### config.mk
export PLATFORM = sky130hd
export DESIGN_NAME = seq_divider_flat
export DESIGN_NICKNAME = d
export VERILOG_FILES = /design/src/rtl/seq_divider_pkg.sv /design/src/rtl/seq_divider_if.sv /design/src/rtl/seq_divider_step.sv /design/src/rtl/seq_divider.sv /design/src/flat_wrapper.sv
export SDC_FILE = /design/constraint.sdc
export NUM_CORES = 1
export LEC_CHECK = 0
export ABC_AREA = 1
export CELL_PAD_IN_SITES_DETAIL_PLACEMENT = 0
export CELL_PAD_IN_SITES_GLOBAL_PLACEMENT = 1
export CORE_MARGIN = 2
export CORE_UTILIZATION = 51
export CTS_BUF_LIST = sky130_fd_sc_hd__clkbuf_16
export DETAILED_ROUTE_END_ITERATION = 10
export DONT_BUFFER_PORTS = 1
export PLACE_DENSITY = 0.95
export SLEW_MARGIN = 10
export SYNTH_ARGS = -nofsm -noshare
export SYNTH_HDL_FRONTEND = slang
export SYNTH_SLANG_ARGS = --single-unit
### constraint.sdc
create_clock -name clk -period 4.14 [get_ports clk]
set_input_delay 0.828 -clock clk [delete_from_list [all_inputs] [get_ports clk]]
set_output_delay 0.828 -clock clk [all_outputs]
set_load 0.05 [all_outputs]
### src/rtl/seq_divider_pkg.sv
// Shared types for the FFT arithmetic blocks: divider FSM states and counter sizing.
package fft_arith_pkg;

    typedef enum logic [1:0] {
        IDLE = 2'd0,
        CALC = 2'd1,
        DONE = 2'd2
    } state_t;

    // Step counter must hold N-1; keep at least one bit for tiny N.
    function automatic int cnt_w(input int n);
        return (n <= 2) ? 1 : $clog2(n);
    endfunction

endpackage

### src/rtl/seq_divider_if.sv
// Operand/result handshake bundle for seq_divider.
interface seq_divider_if #(
    parameter int N = 16
);
    logic         in_valid;
    logic         in_ready;
    logic [N-1:0] dividend;
    logic [N-1:0] divisor;
    logic         out_valid;
    logic         out_ready;
    logic [N-1:0] quotient;
    logic [N-1:0] remainder;
    logic         div_by_zero;

    modport master (
        output in_valid, dividend, divisor, out_ready,
        input  in_ready, out_valid, quotient, remainder, div_by_zero
    );

    modport slave (
        input  in_valid, dividend, divisor, out_ready,
        output in_ready, out_valid, quotient, remainder, div_by_zero
    );
endinterface

### src/rtl/seq_divider_step.sv
// One combinational restoring-division step on the upper remainder half.
module div_step #(
    parameter int N = 16
) (
    input  logic [N-1:0] rem_hi,
    input  logic [N-1:0] divisor,
    input  logic         shift_in,
    output logic [N-1:0] rem_nx,
    output logic         q_bit
);
    logic [N:0] trial;

    // rem_hi < divisor always holds, so an N+1-bit difference is enough and
    // its MSB is the borrow.
    assign trial  = {rem_hi, shift_in} - {1'b0, divisor};
    assign q_bit  = ~trial[N];
    assign rem_nx = q_bit ? trial[N-1:0] : {rem_hi[N-2:0], shift_in};
endmodule

### src/rtl/seq_divider.sv
// Multi-cycle radix-2 restoring divider, one operation in flight.
// Define DIV_SIGNED_EN for two's-complement operands (truncating toward zero).
module seq_divider
    import fft_arith_pkg::*;
#(
    parameter int N = 16
) (
    input  logic          clk,
    input  logic          rst_n,
    seq_divider_if.slave  bus
);
    localparam int CW = cnt_w(N);

    state_t          state, state_nx;
    logic [CW-1:0]   cnt;
    logic [2*N-1:0]  acc;
    logic [N-1:0]    dvs;
    logic [N-1:0]    q_r, r_r;
    logic            dbz_r;
    logic            div_zero;
    logic [N-1:0]    a_mag, b_mag;
    logic [N-1:0]    step_rem;
    logic            step_q;
    logic [N-1:0]    q_raw, q_fin, r_fin;

    assign div_zero = (bus.divisor == '0);

    div_step #(.N(N)) u_step (
        .rem_hi   (acc[2*N-1:N]),
        .divisor  (dvs),
        .shift_in (acc[N-1]),
        .rem_nx   (step_rem),
        .q_bit    (step_q)
    );

    assign q_raw = {acc[N-2:0], step_q};

`ifdef DIV_SIGNED_EN
    logic neg_q, neg_r;

    assign a_mag = bus.dividend[N-1] ? (~bus.dividend + 1'b1) : bus.dividend;
    assign b_mag = bus.divisor[N-1]  ? (~bus.divisor  + 1'b1) : bus.divisor;
    // Fix-up rides on the final step so latency matches the unsigned build.
    assign q_fin = neg_q ? (~q_raw + 1'b1) : q_raw;
    assign r_fin = neg_r ? (~step_rem + 1'b1) : step_rem;

    always_ff @(posedge clk or negedge rst_n) begin
        if (!rst_n) begin
            neg_q <= 1'b0;
            neg_r <= 1'b0;
        end else if (state == IDLE && bus.in_valid) begin
            neg_q <= bus.dividend[N-1] ^ bus.divisor[N-1];
            neg_r <= bus.dividend[N-1];
        end
    end
`else
    assign a_mag = bus.dividend;
    assign b_mag = bus.divisor;
    assign q_fin = q_raw;
    assign r_fin = step_rem;
`endif

    always_ff @(posedge clk or negedge rst_n) begin
        if (!rst_n) state <= IDLE;
        else        state <= state_nx;
    end

    always_comb begin
        state_nx      = state;
        bus.in_ready  = 1'b0;
        bus.out_valid = 1'b0;
        case (state)
            IDLE: begin
                bus.in_ready = 1'b1;
                if (bus.in_valid) state_nx = div_zero ? DONE : CALC;
            end
            CALC: begin
                if (cnt == '0) state_nx = DONE;
            end
            DONE: begin
                bus.out_valid = 1'b1;
                if (bus.out_ready) state_nx = IDLE;
            end
            default: state_nx = IDLE;
        endcase
    end

    always_ff @(posedge clk or negedge rst_n) begin
        if (!rst_n) begin
            acc   <= '0;
            dvs   <= '0;
            cnt   <= '0;
            q_r   <= '0;
            r_r   <= '0;
            dbz_r <= 1'b0;
        end else if (state == IDLE && bus.in_valid) begin
            acc <= {{N{1'b0}}, a_mag};
            dvs <= b_mag;
            cnt <= CW'(N-1);
            if (div_zero) begin
                q_r   <= '1;
                r_r   <= bus.dividend;
                dbz_r <= 1'b1;
            end
        end else if (state == CALC) begin
            acc <= {step_rem, q_raw};
            cnt <= cnt - 1'b1;
            if (cnt == '0) begin
                q_r   <= q_fin;
                r_r   <= r_fin;
                dbz_r <= 1'b0;
            end
        end
    end

    assign bus.quotient    = q_r;
    assign bus.remainder   = r_r;
    assign bus.div_by_zero = dbz_r;
endmodule

### src/flat_wrapper.sv
// flat-port wrapper written by rule: the top's interface ports become plain ports
module seq_divider_flat import fft_arith_pkg::*;
#(
    parameter int N = 16
)
  (clk, rst_n, bus_in_valid, bus_dividend, bus_divisor, bus_out_ready, bus_in_ready, bus_out_valid, bus_quotient, bus_remainder, bus_div_by_zero);
  seq_divider_if #(.N(N)) bus_i ();
  input  logic clk;
  input  logic rst_n;
  input wire logic [$bits(bus_i.in_valid)-1:0] bus_in_valid;
  input wire logic [$bits(bus_i.dividend)-1:0] bus_dividend;
  input wire logic [$bits(bus_i.divisor)-1:0] bus_divisor;
  input wire logic [$bits(bus_i.out_ready)-1:0] bus_out_ready;
  output wire logic [$bits(bus_i.in_ready)-1:0] bus_in_ready;
  output wire logic [$bits(bus_i.out_valid)-1:0] bus_out_valid;
  output wire logic [$bits(bus_i.quotient)-1:0] bus_quotient;
  output wire logic [$bits(bus_i.remainder)-1:0] bus_remainder;
  output wire logic [$bits(bus_i.div_by_zero)-1:0] bus_div_by_zero;
  assign bus_i.in_valid = bus_in_valid;
  assign bus_i.dividend = bus_dividend;
  assign bus_i.divisor = bus_divisor;
  assign bus_i.out_ready = bus_out_ready;
  assign bus_in_ready = bus_i.in_ready;
  assign bus_out_valid = bus_i.out_valid;
  assign bus_quotient = bus_i.quotient;
  assign bus_remainder = bus_i.remainder;
  assign bus_div_by_zero = bus_i.div_by_zero;
  seq_divider #(.N(N)) u_core (.clk(clk), .rst_n(rst_n), .bus(bus_i));
endmodule
==> flow_metrics.py <==
metrics = {
    "logic_synthesis": {
        "synth_top_area_frac": 0.4197,
        "avgSynthCellArea_um2": 7.674,
        "ys_ff_latch": 87,
        "syn_nets": 730,
        "synthesis.area_mm2": 0.005187,
        "ys_types": 37,
        "yosysWarnings": 0,
        "synth_area_leaders": "dfrtp_1 42%, nand2_1 15%, inv_1 8.0%, nand3_1 4.8%, ha_1 4.1%",
        "synth_cells": 676,
        "seq_area_frac_synth": 0.4197,
        "synth_top_cell_by_area": "dfrtp_1",
    },
    "sta": {
        "slew_headroom": 0.3773,
        "fin_crit_ns": 2.733,
        "setup_violations": 0,
        "grt_setup_unrepaired": "false",
        "fin_setup_tns_ns": 0,
        "final-max-slew-violation-count": 0,
        "fin_crit_sh": 0.6600,
        "max_clock_freq_ghz": 0.3660,
        "fin_skew_ns": 0.004576,
        "finalHoldViolations": 0,
        "worst_pin_slew_ns": 0.9306,
    },
    "grt": {
        "grt_max_degree": 88,
        "antenna_found_initial": 0,
        "grt.total_usage": 0.2429,
        "grt_remaining_overflow": 0,
        "grt_pass1_vias": 4178,
        "grt_pass1_wl_um": 21220,
    },
    "setup_path": {
        "worstPathBufferInverterCount": 2,
        "worstPathRequired_ns": 4.42,
        "cp.arrival_ns": 3.01,
        "worstSetupPathType": "reg -> reg",
        "crit_fanout": 37,
        "slowest_delay_ns": 0.60,
        "slowest_stage": "nand2_2",
        "path_cells": "nor2_2 > nand2_4 > inv_4 > nand4_4 > nand2_2 > or2_2 > nand2_1 > inv_1",
        "cp-end-kind": "register",
        "critPathLaunchType": "register",
        "crit_family": "simple AND/OR/NAND/NOR gates",
    },
    "clocking": {
        "cts_tree": "done",
        "cts_buffers": 9,
        "post-cts-setup-buffers": 0,
        "clock_path_buffers": 2,
        "clock-sinks": 87,
        "ctsHoldBuffers": 0,
        "insertion_delay_ns": 0.34,
        "htree_levels": 3,
        "clk_pin_slew_ns": 0.07,
        "root_buffer": "clkbuf_16",
        "ctsResizeCount": 0,
    },
    "routing": {
        "vias": 4292,
        "wirelength_um": 12560,
        "firstDrtPassIters": 5,
        "drc": 0,
        "vias_per_cell": 5.332,
        "wl_per_cell_um": 15.60,
        "detail-route-antenna-nets": 0,
        "first_iter_violations": 308,
    },
    "place": {
        "gp_congestion": 0.8632,
        "hpwl_um": 9175,
        "portBuffers": 0,
    },
    "floorplanning": {
        "dieArea_mm2": 0.01099,
        "rows": 36,
        "die_w_um": 104.9,
        "fp.dieH_um": 104.9,
        "ios": 71,
        "start_util": 0.5283,
        "coreArea_mm2": 0.009819,
    },
    "worst_hold_path": {
        "min_path_type": "in -> async",
    },
    "job": {
        "max_cap_violations": 0,
    },
    "final_layout": {
        "n_antenna_cell": 0,
        "synthToLayoutAreaGrowth_pct": 7.839,
        "finalNetCount": 721,
        "drive_gt1_frac": 0.1086,
    },
    "outcome": {
        "status": "completed",
    },
}
[stage by stage]
stage | utilization | setup slack, ns | hold WS (ns) | std cells | area, µm²
2_1_floorplan | - | 2.084 | 0.4530 | 676 | 5187
3_3_place_gp | 0.5339 | 1.428 | 0.4722 | 789 | 5243
3_5_place_dp | 0.5339 | 1.391 | 0.4758 | 789 | 5243
4_1_cts | 0.5697 | 1.406 | 0.1723 | 805 | 5594
5_1_grt | 0.5697 | 1.167 | 0.1682 | 805 | 5594
6_report | 0.5697 | 1.407 | 0.1847 | 805 | 5594
[flip-flops by register name, indices dropped and copies added, names as in the netlist]
register,flops
u_core.bus.quotient,16
u_core.bus.div_by_zero,1
u_core.acc,32
u_core.dvs,16
u_core.state,2
u_core.cnt,4
u_core.bus.remainder,16
[final timing paths]
path	start	end	slack, ns	cells after the start
hold reg to reg	u_core.dvs[2]	u_core.dvs[2]	0.49	2
setup reg to reg	u_core.state[0]	u_core.bus.remainder[11]	1.41	8
hold / removal	rst_n	u_core.dvs[14]	0.18	0
max in group asynchronous	rst_n	u_core.dvs[5]	3.81	0
setup / recovery	u_core.state[0]	u_core.bus.remainder[11]	1.41	8
min in group clk	u_core.dvs[2]	u_core.dvs[2]	0.49	2
[layout by cell type, fill, tap and decap left out, drive strengths merged]
| cell type | synthesis | routed |
|---|---|---|
| a21oi | 20 | 20 |
| or2 | 17 | 17 |
| buf | 16 | 2 |
| nand3 | 68 | 68 |
| dfrtp | 87 | 87 |
| clkinv | 1 | 1 |
| and2 | 4 | 4 |
| nand2 | 215 | 215 |
| ha | 17 | 17 |
| a22oi | 1 | 1 |
| nand3b | 1 | 1 |
| inv | 113 | 116 |
| a41o | 1 | 1 |
| nor4 | 2 | 2 |
| nor2 | 36 | 36 |
| fa | 1 | 1 |
| nand4 | 6 | 6 |
| a31oi | 5 | 5 |
| clkbuf | 6 | 9 |
| o21ai | 19 | 19 |
| xor2 | 7 | 7 |
| a21boi | 16 | 16 |
| o221ai | 16 | 16 |
| bufinv | 0 | 3 |
| nor3 | 1 | 1 |
| clkinvlp | 0 | 1 |
[cell usage after synthesis, drive strengths merged]
cell type and n:
nor4 2, nor2 36, a41o 1, a31oi 5, nor3 1, clkbuf 6, dfrtp 87, nand2 215
o221ai 16, clkinv 1, ha 17, a21oi 20, a21boi 16, or2 17, o21ai 19, nand4 6
nand3b 1, xor2 7, and2 4, buf 16, fa 1, nand3 68, a22oi 1, inv 113
[layer usage]
metal  global-route usage  vias to the layer above  wire length (µm)
met5                    0                        -                 0
met4              0.07619                        0               279
met3              0.05115                       21               581
met2               0.3901                      118              6029
met1               0.3296                     2023              5664
li1                     -                     2130                 -
[cell families (layout without fill, tap and decap cells)]
| family | after synthesis | after routing | synth area share |
|---|---|---|---|
| compound gates | 78 | 78 | 0.09793 |
| xor+xnor | 7 | 7 | 0.01182 |
| fa+ha+maj | 18 | 18 | 0.04486 |
| buf+inv | 136 | 132 | 0.1073 |
| flops | 87 | 87 | 0.4197 |
| simple gates | 350 | 350 | 0.3184 |
[final cells by class]
class                           instances  area, µm²
Clock buffer                            9      225.2
Clock inverter                          7      126.4
Fill cell                             924       4225
Inverter                              114      430.4
Multi-Input combinational cell        453       2454
Sequential cell                        87       2177
Tap cell                              133      166.4
Timing Repair Buffer                    2      15.01
Power is not shown: default switching activity piles up to over one toggle a cycle in this logic, so the estimate is an artifact.
